**src/rtl/mem_port_arbiter.sv**
```systemverilog
// mem_port_arbiter: shares one memory_management unit between two requesters.
// Port 0 is the processor load/store/fetch port, port 1 a secondary master
// (boot loader / debug DMA). One transaction is in flight at a time; the
// granted request's fields are frozen on the memory side until its done pulse.
// Optional build macro MEM_ARB_ROUND_ROBIN_EN: when defined, simultaneous
// pending requests alternate by last grant; when undefined, port 0 always wins.
`timescale 1ns/1ps

module mem_port_arbiter #(
  parameter int ADDR_W = 64,
  parameter int DATA_W = 64
) (
  input  logic              clk,
  input  logic              reset,
  // requester port 0
  input  logic              m0_start,
  input  logic              m0_operation,
  input  logic [1:0]        m0_size,
  input  logic [2:0]        m0_extension,
  input  logic [ADDR_W-1:0] m0_addr,
  input  logic [DATA_W-1:0] m0_wdata,
  output logic              m0_done,
  output logic [DATA_W-1:0] m0_rdata,
  // requester port 1
  input  logic              m1_start,
  input  logic              m1_operation,
  input  logic [1:0]        m1_size,
  input  logic [2:0]        m1_extension,
  input  logic [ADDR_W-1:0] m1_addr,
  input  logic [DATA_W-1:0] m1_wdata,
  output logic              m1_done,
  output logic [DATA_W-1:0] m1_rdata,
  // memory_management side
  output logic              memory_start,
  input  logic              memory_done,
  output logic              sel_mem_operation,
  output logic [1:0]        sel_mem_size,
  output logic [2:0]        sel_mem_extension,
  output logic [ADDR_W-1:0] addr,
  output logic [DATA_W-1:0] data_o,
  input  logic [DATA_W-1:0] mem_i,
  // status
  output logic [1:0]        grant,
  output logic              overrun
);

  typedef enum logic [1:0] {
    S_IDLE  = 2'd0,
    S_ISSUE = 2'd1,
    S_WAIT  = 2'd2,
    S_RESP  = 2'd3
  } state_t;

  state_t     state;
  logic [1:0] start_now;
  logic [1:0] start_q;
  logic [1:0] rise;
  logic [1:0] hit;
  logic [1:0] accept;
  logic [1:0] pending;
  logic [1:0] clr;
  logic [1:0] pending_next;
  logic       win;

`ifdef MEM_ARB_ROUND_ROBIN_EN
  logic       last_grant;
`endif

  // A start counts only on its rising edge; a start that lands while the same
  // port already has a request queued or in flight is dropped and flagged.
  assign start_now = {m1_start, m0_start};
  assign rise      = start_now & ~start_q;
  assign hit       = rise & (pending | grant);
  assign accept    = rise & ~hit;

  // Arbitration: pick which pending port is served next (0 = port 0).
  always_comb begin
    // NOTE: every variable written here gets a default first, so no path
    // leaves it unassigned and no latch is inferred.
    win = 1'b0;
`ifdef MEM_ARB_ROUND_ROBIN_EN
    if (pending == 2'b11) begin
      win = ~last_grant;
    end else begin
      win = ~pending[0];
    end
`else
    win = ~pending[0];
`endif
  end

  // Next pending set: drop the bit being granted, add freshly accepted starts.
  always_comb begin
    clr = 2'b00;
    if (state == S_IDLE && pending != 2'b00) begin
      clr = win ? 2'b10 : 2'b01;
    end
    pending_next = (pending & ~clr) | accept;
  end

  // Previous-cycle start levels for rising-edge detection.
  always_ff @(posedge clk or posedge reset) begin
    // NOTE: sequential state is written with <= only, so every register in the
    // block sees the pre-edge values of the others, as real flops do.
    if (reset) begin
      start_q <= 2'b00;
    end else begin
      start_q <= start_now;
    end
  end

  // Request queue and the sticky protocol-error flag.
  always_ff @(posedge clk or posedge reset) begin
    if (reset) begin
      pending <= 2'b00;
      overrun <= 1'b0;
    end else begin
      pending <= pending_next;
      if (hit != 2'b00) begin
        overrun <= 1'b1;
      end
    end
  end

`ifdef MEM_ARB_ROUND_ROBIN_EN
  // Remember which port got the most recent grant.
  always_ff @(posedge clk or posedge reset) begin
    if (reset) begin
      last_grant <= 1'b1;
    end else if (state == S_IDLE && pending != 2'b00) begin
      last_grant <= win;
    end
  end
`endif

  // Transaction sequencer: every memory-side and response output is a flop.
  always_ff @(posedge clk or posedge reset) begin
    if (reset) begin
      state             <= S_IDLE;
      grant             <= 2'b00;
      memory_start      <= 1'b0;
      m0_done           <= 1'b0;
      m1_done           <= 1'b0;
      m0_rdata          <= '0;
      m1_rdata          <= '0;
      sel_mem_operation <= 1'b0;
      sel_mem_size      <= 2'b00;
      sel_mem_extension <= 3'b000;
      addr              <= '0;
      data_o            <= '0;
    end else begin
      // Pulses default low; each state raises only what it owns.
      memory_start <= 1'b0;
      m0_done      <= 1'b0;
      m1_done      <= 1'b0;

      case (state)
        S_IDLE: begin
          if (pending != 2'b00) begin
            if (win) begin
              grant             <= 2'b10;
              sel_mem_operation <= m1_operation;
              sel_mem_size      <= m1_size;
              sel_mem_extension <= m1_extension;
              addr              <= m1_addr;
              data_o            <= m1_wdata;
            end else begin
              grant             <= 2'b01;
              sel_mem_operation <= m0_operation;
              sel_mem_size      <= m0_size;
              sel_mem_extension <= m0_extension;
              addr              <= m0_addr;
              data_o            <= m0_wdata;
            end
            // High for exactly the ISSUE cycle.
            memory_start <= 1'b1;
            state        <= S_ISSUE;
          end
        end

        S_ISSUE: begin
          state <= S_WAIT;
        end

        S_WAIT: begin
          if (memory_done) begin
            // Stores leave the requester's read data untouched.
            if (grant[1]) begin
              m1_done <= 1'b1;
              if (!sel_mem_operation) begin
                m1_rdata <= mem_i;
              end
            end else begin
              m0_done <= 1'b1;
              if (!sel_mem_operation) begin
                m0_rdata <= mem_i;
              end
            end
            state <= S_RESP;
          end
        end

        S_RESP: begin
          grant <= 2'b00;
          state <= S_IDLE;
        end

        default: begin
          grant <= 2'b00;
          state <= S_IDLE;
        end
      endcase
    end
  end

endmodule

```
**config.mk**
```make
export PLATFORM = sky130hd
export DESIGN_NAME = mem_port_arbiter
export DESIGN_NICKNAME = d
export VERILOG_FILES = /design/src/rtl/mem_port_arbiter.sv
export SDC_FILE = /design/constraint.sdc
export NUM_CORES = 1
export LEC_CHECK = 0
export BUFFER_PORTS_ARGS = -buffer_cell sky130_fd_sc_hd__buf_2
export CORE_AREA = 3 3 232 234
export DETAILED_ROUTE_END_ITERATION = 7
export DIE_AREA = 0 0 235 237
export GPL_TIMING_DRIVEN = 0
export PLACE_DENSITY = 0.44
export SETUP_SLACK_MARGIN = 0.2
export SYNTH_ARGS = -nofsm -noshare
export SYNTH_HDL_FRONTEND = slang
export SYNTH_SLANG_ARGS = --single-unit
```
**constraint.sdc**
```tcl
create_clock -name clk -period 14 [get_ports clk]
set_input_delay 2.1 -clock clk [delete_from_list [all_inputs] [get_ports clk]]
set_output_delay 2.1 -clock clk [all_outputs]
set_load 0.01 [all_outputs]
```
# --- Word level (Yosys, flattened, before mapping) ---
# Cells that the tools add are included.
classes:
  n_eq_ne: 5
  n_mux: 20
  bitwise: 11
  n_reduce_logical: 10
ops:
  columns: ["cell", "n"]
  rows:
  - ["two-way mux 64 bit", 2]
  - ["two-way mux 2 bit", 6]
  - ["two-way mux 1 bit", 9]
  - ["bitwise AND 2 bit", 4]
  - ["one-hot mux 2 bit (4 select lines)", 1]
  - ["AND reduction 4 bit", 2]
  - ["NOT 2 bit", 3]
  - ["AND reduction 2 bit", 3]
  - ["nonzero test 2 bit", 3]
  - ["== test 2 bit, second input constant", 2]
  - ["OR 2 bit", 2]
  - ["one-hot mux 2 bit (2 select lines)", 1]
  - ["two-way mux 3 bit", 1]
  - ["== test 2 x 1 -> 1 bit, second input constant", 1]
  - ["logical NOT 2 bit", 1]
  - ["inequality test 2 x 1 -> 1 bit, second input constant", 1]
  - ["inequality test 2 bit, second input constant", 1]
  - ["NOT 1 bit", 2]
  - ["logical AND 1 bit", 1]
word_totals:
  ff_bits: 274
  in_bits: 337
  out_inout_bits: 268
  word_cells: 61

# --- Logic depth before layout (Yosys ltp) ---
# Gate-level depths: netlist (run 1).
depth:
  depth_word: 6
  depth_mapped: 8

# --- Least setup slack after synthesis (run 1) ---
# No wires, ideal clock.
synth_timing:
  kind: "input to register"
  start: "in memory_done"
  end: "reg m0_rdata[51]"
  arrival_time_ps: 3099
  t_required_ps: 13875
  slack_ps: 10776
  stages: 4
  cell_sequence: "nand2_1 > nor3_4 > buf_4 > mux2_2"
synth_between:
  elab_chain_cells: 1
synth_rtl:
  columns: ["element", "line_no", "rtl"]
  rows:
  - ["start: declaration", "35", "input logic memory_done,"]
  - ["AND reduction 4 bit (no line)", null, null]
  - ["end signal: assignment", "196", "m0_rdata <= mem_i;"]
  - ["end: declaration", "23", "output logic [DATA_W-1:0] m0_rdata,"]
# No other way between the ends.
# A chain may end at the register's enable or synchronous reset.

# --- Worst setup path in the final report (run 1) ---
layout_timing:
  start: "reg grant[1]"
  end: "out grant[1]"
layout_rtl:
  columns: ["element", "line_no", "rtl"]
  rows:
  - ["start: declaration", "43", "output logic [1:0] grant,"]
  - ["start signal: assignment", "140", "grant <= 2'b00;"]
  - ["start signal: assignment", "161", "grant <= 2'b10;"]
  - ["start signal: assignment", "168", "grant <= 2'b01;"]
# No word-level cell between the ends.

==> results of run 1 <==
## cell usage in the layout, fill, tap and decap left out, types with 2 or more instances in the layout
| cell type | n |
|---|---|
| buf_6 | 4 |
| inv_1 | 6 |
| buf_2 | 633 |
| nor2_1 | 5 |
| dfrtp_1 | 274 |
| nand2b_1 | 3 |
| buf_4 | 5 |
| clkbuf_8 | 7 |
| buf_16 | 2 |
| bufinv_16 | 2 |
| mux2i_1 | 136 |
| clkbuf_16 | 37 |
| mux2_2 | 64 |
| mux2_1 | 5 |
| nor3b_1 | 2 |
| o21ai_0 | 120 |
| clkbuf_1 | 18 |
| mux2_4 | 60 |
| nand2_1 | 137 |
| ha_1 | 4 |
| o21ai_1 | 16 |
| buf_12 | 7 |
## registers in the layout (all words and copies together), names as in the netlist, 2 cells and up
name / count
start_q: 2
data_o: 64
m0_rdata: 64
pending: 2
m1_rdata: 64
grant: 2
addr: 64
sel_mem_extension: 3
sel_mem_size: 2
state: 2
## final cells by class
class | count | area [µm²] | area share
inverters | 7 | 33.8 | 0.00201
flip-flops and latches | 274 | 6860 | 0.408
diodes | 1 | 2.50 | 0.000149
repair buffers | 606 | 3080 | 0.183
multi-input cells | 561 | 4430 | 0.264
well taps | 688 | 861 | 0.0512
clock buffers | 49 | 1040 | 0.0620
clock inverters | 5 | 81.3 | 0.00484
plain buffers | 58 | 417 | 0.0248
## stage by stage
step | setup WS (ns) | cell area [µm²] | hold WS [ns] | util
floorplan | 4.35 | 11700 | 0.500 | -
global placement | 0.767 | 15600 | 0.452 | 0.299
detailed placement | 10.19 | 15700 | 0.460 | 0.300
CTS | 10.61 | 16800 | 0.475 | 0.322
global route | 10.61 | 16800 | 0.489 | 0.322
finish | 10.67 | 16800 | 0.470 | 0.322
## worst min path at each step
stage / startpoint / end / slack (ns) / depth (start not counted)
after detailed placement: overrun / overrun / 0.46 / 1
final: data_o[58] / data_o[58] / 0.47 / 2
after CTS: overrun / overrun / 0.48 / 1
after global routing: data_o[4] / data_o[4] / 0.49 / 2
after global placement: overrun / overrun / 0.45 / 1
after floorplan: state[0] / state[0] / 0.50 / 1
## report_power, final
group,internal [µW],total [µW],switching (µW)
Combinational,728,1660,928
Sequential,1170,1360,189
Clock,550,887,337
## worst min-delay path: stages (launching register included)
cell     delay, ns
dfrtp_1       0.33
nand2_1       0.04
o21ai_0       0.06
## routing by layer
metal / global-route usage / vias up
met5: 0 / -
met4: 0.0345 / 2
met3: 0.0431 / 47
met2: 0.261 / 392
met1: 0.178 / 4499
li1: - / 4405
## cell families (layout without fill, tap and decap cells)
kind of cell	count (synthesis)	after routing	share of synthesized area
AND/OR/NAND/NOR	151	151	0.0524
AO/OA/AOI/OAI	141	141	0.0622
other	0	1	0
flip-flops	274	274	0.584
buffers and inverters	65	725	0.0378
adder cells (fa/ha/maj)	4	4	0.00427
multiplexers	265	265	0.259
==> results.txt, run 1 <==
Top_reg_cell synth -> dfrtp_1
Slew @ Worst Pin -> 0.997 ns
Worst-path fanout max -> 7
Post-CTS Hold Buffers -> 0
Layout cell share with drive strength beyond 1 -> 0.531
Post-CTS resize count -> 0
PD cells -> 232 nW/µm²
Top cells by area, synth -> dfrtp_1 (58%), mux2i_1 (12%), mux2_4 (7.7%), mux2_2 (6.1%), o21ai_0 (5.1%)
CTS Buf Count -> 35
Overall routing resource usage -> 0.148
Max Slew Vio Count -> 0
1st-pass router iterations -> 4
Async set-reset flop share out of synthesis -> 1.00
Num Clock Sinks -> 274
Mapped Cells -> 900
Estimated wirelength of the detail-placed design -> 33,500 µm
Yosys warnings -> 0
Clock Skew -> 0.0200 ns
Crit-path cells -> buf_2
RSZ-0062 raised after global routing -> false
Post-synth EDFFs -> 0
Synth top area share -> 0.584
Critical path type -> reg -> out
Die ar. -> 55,700 µm²
Initial Utilization -> 0.225
Iteration-0 DRC Markers -> 187
Total wire length -> 42,300 µm
Die height -> 237 µm
CP endpoint -> grant[1]
Routed vias/inst -> 4.16
Met3 routed WL -> 3090 µm
Most numerous cell in the Yosys netlist -> dfrtp_1
Max Freq -> 0.300 GHz
Clock insertion delay at the later pin of the skew report -> 0.52 ns
Post-Syn Nets -> 1,241
Dpl cells -> 2,194
Core footprint -> 52,200 µm²
Via count -> 9,345
Flop2flop setup slack -> 11.72 ns
Post-synthesis register bit count -> 274
Largest net degree at the start of global routing -> 116
Global-route wire length before repair -> 63,400 µm
Standard-cell rows -> 84
Global route overflow -> 0
Vias in the first global route -> 10,065
Reg-to-reg critical path startpoint -> state[0]
Gpl congestion -> 0.847
Worst path max stage delay -> 0.50 ns
Startpoint Class -> register
Setup-failing EPs final -> 0
Uppermost layer routed -> met5
Worst path required time -> 11.90 ns
Max VDD drop -> 93.9 µV
Total of max-cap violations -> 0
CP bufs+invs -> 1
Post-synth top cells -> dfrtp_1 (274), nand2_1 (137), mux2i_1 (136)
H-tree Lvls -> 2
Tmin final -> 3.33 ns
DRT antenna net count -> 0
Crit path max-delay family -> flip-flops
Max clock buf depth -> 3
Hold Vio Cnt, Final -> 0
Final #Nets -> 1,884
CP Capture Type -> output pin
Met1 WL -> 17,100 µm
Power Total -> 3900 µW
Fillers -> 5,393
Routed length on met2 -> 21,400 µm
CP startpoint -> grant[1]
Synth cell types -> 27
Mapped cell area -> 11,700 µm²
WL/cell -> 18.8 µm
Root Buffer -> clkbuf_16
Area growth syn-to-layout -> 43.2%
Worst hold path type -> reg -> reg
Boundary pin count -> 605
Post-route DRC -> 0
Outcome -> completed
Initial antenna violation count -> 3
WP depth -> 1
Crit path DAT -> 1.23 ns
Rel. slew slack -> 0.336
Seq/Total Area, Yosys -> 0.584
Reg2reg end -> m0_rdata[56]
IO Port Bufs -> 604
CTS tree -> yes
Die Width -> 235 µm
Setup Buffers After CTS -> 0
Lkg Pwr -> 0.00887 µW
Tcrit/Tclk final -> 0.238
Most area-hungry cell type in the Yosys netlist -> dfrtp_1
TNS Setup -> 0 ns
CTS clk-pin slew, worst paths -> 0.06 ns
Finished Layout Cells -> 2,249
CP max-delay cell -> dfrtp_1
R2r worst-path depth -> 6
Syn_area_per_cell -> 13.0 µm²
Power figures use the tool's default switching activity.
==> run 2, diff against run 1 <==
--- a/config.mk
+++ b/config.mk
@@ -10,7 +10,7 @@
 export DETAILED_ROUTE_END_ITERATION = 7
 export DIE_AREA = 0 0 235 237
 export GPL_TIMING_DRIVEN = 0
-export PLACE_DENSITY = 0.44
+export PLACE_DENSITY = 0.46
 export SETUP_SLACK_MARGIN = 0.2
 export SYNTH_ARGS = -nofsm -noshare
 export SYNTH_HDL_FRONTEND = slang
==> constraint.sdc (replaced) <==
create_clock -name clk -period 2.67 [get_ports clk]
set_input_delay 0.4005 -clock clk [delete_from_list [all_inputs] [get_ports clk]]
set_output_delay 0.4005 -clock clk [all_outputs]
set_load 0.01 [all_outputs]
==> run 2 against run 1 <==
  * Critical path depth rose by 4
  * Worst setup slack got worse by 10 ns
  * Die area did not move
  * Final cell count rose by 0.62%
  * Combinational power rose to 5.3 times the previous value
  * Critical endpoint is now data_o[33]
==> results.txt, run 2 (synthesis results as in run 1) <==
Global route overflow -> 0
Reg-to-reg critical path startpoint -> pending[0]
Met3 Track Usage GR -> 0.0413
Global-route wire length before repair -> 64,700 µm
Commonest non-fill, non-tap cells in the layout -> buf_2 (631), dfrtp_1 (274), nand2_1 (137), mux2i_1 (136), o21ai_0 (120)
Outcome -> completed
Die Width -> 235 µm
Slew @ Worst Pin -> 0.727 ns
Startpoint Class -> register
IO Port Bufs -> 604
DRT antenna net count -> 0
Max clock buf depth -> 3
Clock Skew -> 0.0279 ns
Max Slew Vio Count -> 0
Num Clock Sinks -> 274
Gr busiest metal -> met2
Clock insertion delay at the later pin of the skew report -> 0.57 ns
Layout cell share with drive strength beyond 1 -> 0.532
Die ar. -> 55,700 µm²
Max Freq -> 0.456 GHz
Iteration-0 DRC Markers -> 220
Overall routing resource usage -> 0.150
Die height -> 237 µm
Worst path required time -> 3.09 ns
Worst hold path type -> in -> reg
Hold Vio Cnt, Final -> 0
Total of max-cap violations -> 0
Standard-cell rows -> 84
Worst Hold Launch -> mem_i[63]
Fillers -> 5,397
H-tree Lvls -> 1
Gpl congestion -> 0.822
WL/cell -> 19.3 µm
Initial antenna violation count -> 5
Lkg Pwr -> 0.00891 µW
1st-pass router iterations -> 4
CTS Buf Count -> 31
RSZ-0062 raised after global routing -> false
Max VDD drop -> 428 µV
Area of the multi-input gates -> 4430 µm²
Initial Utilization -> 0.225
Final #Nets -> 1,890
Dpl cells -> 2,199
Most common cell after layout, fill and taps aside -> buf_2
Tmin final -> 2.19 ns
Tcrit/Tclk final -> 0.821
CTS clk-pin slew, worst paths -> 0.06 ns
CTS tree -> yes
Finished Layout Cells -> 2,263
Rel. slew slack -> 0.516
Via count -> 9,443
Critical path type -> reg -> reg
Routed vias/inst -> 4.17
Power Total -> 20,400 µW
Crit path DAT -> 2.61 ns
Fin util -> 0.324
Met2 Use GR -> 0.269
Estimated wirelength of the detail-placed design -> 35,200 µm
Area growth syn-to-layout -> 44.0%
Hold slack -> 0.0655 ns
Worst-path fanout max -> 10
Boundary pin count -> 605
Largest net degree at the start of global routing -> 42
Total wire length -> 43,600 µm
Vias in the first global route -> 10,099
Sequential cell area -> 6860 µm²
CP Capture Type -> register
Met1 Use GR -> 0.182
Setup-failing EPs final -> 0
Core footprint -> 52,200 µm²
Root Buffer -> clkbuf_16
PD cells -> 1210 nW/µm²
CP startpoint -> pending[0]
Post-route DRC -> 0
run 2: power by group:
| group | total, µW | switching [µW] | leakage [µW] | internal (µW) |
|---|---|---|---|---|
| Combinational | 8770 | 4910 | 0.00499 | 3860 |
| Sequential | 7150 | 1030 | 0.00340 | 6130 |
| Clock | 4470 | 1750 | 0.000527 | 2720 |
run 2: worst paths after layout:
| path | endpoint | slack (ns) | cells past startpoint |
|---|---|---|---|
| max in group asynchronous | addr[17] | 1.09 | 6 |
| min in group asynchronous | m0_rdata[34] | 0.42 | 3 |
| min | m0_rdata[63] | 0.07 | 2 |
| min reg2reg | overrun | 0.47 | 1 |
| max | data_o[33] | 0.48 | 5 |
| max reg2reg | data_o[33] | 0.48 | 5 |
run 2: critical path, cell delays in order, from the launching register on:
cell and delay [ns]:
dfrtp_1 0.31, buf_2 0.18, buf_2 0.35, buf_2 0.54, mux2i_1 0.51, o21ai_0 0.13
run 2: timing repair:
item,in CTS,in global routing
buffers inserted,0,2
setup endpoints to repair,0,29
hold buffers,3,0
resized for setup,0,5
endpoints found under the hold margin,22,0
run 2: layout make-up:
type,instances,share of cell area
Inverter,7,0.00178
Clock buffer,46,0.0534
Antenna cell,1,0.000148
Buffer,58,0.0250
Clock inverter,12,0.0101
Sequential cell,274,0.406
Timing Repair Buffer,616,0.191
Multi-Input combinational cell,561,0.262
Tap cell,688,0.0509
run 2: through the flow:
step / setup slack [ns] / instance area, µm² / TNS, ns
floorplan: -1.35 / 11700 / -370.97
global placement: -3.26 / 15600 / -882.39
detailed placement: 0.300 / 15800 / 0
CTS: 0.250 / 16900 / 0
global route: 0.248 / 16900 / 0
finish: 0.479 / 16900 / 0
run 2: per-layer routing:
layer | routed length, µm | vias to the layer above
li1 | - | 4420
met4 | 677 | 4
met2 | 22000 | 398
met5 | 23 | -
met3 | 3260 | 48
met1 | 17600 | 4573
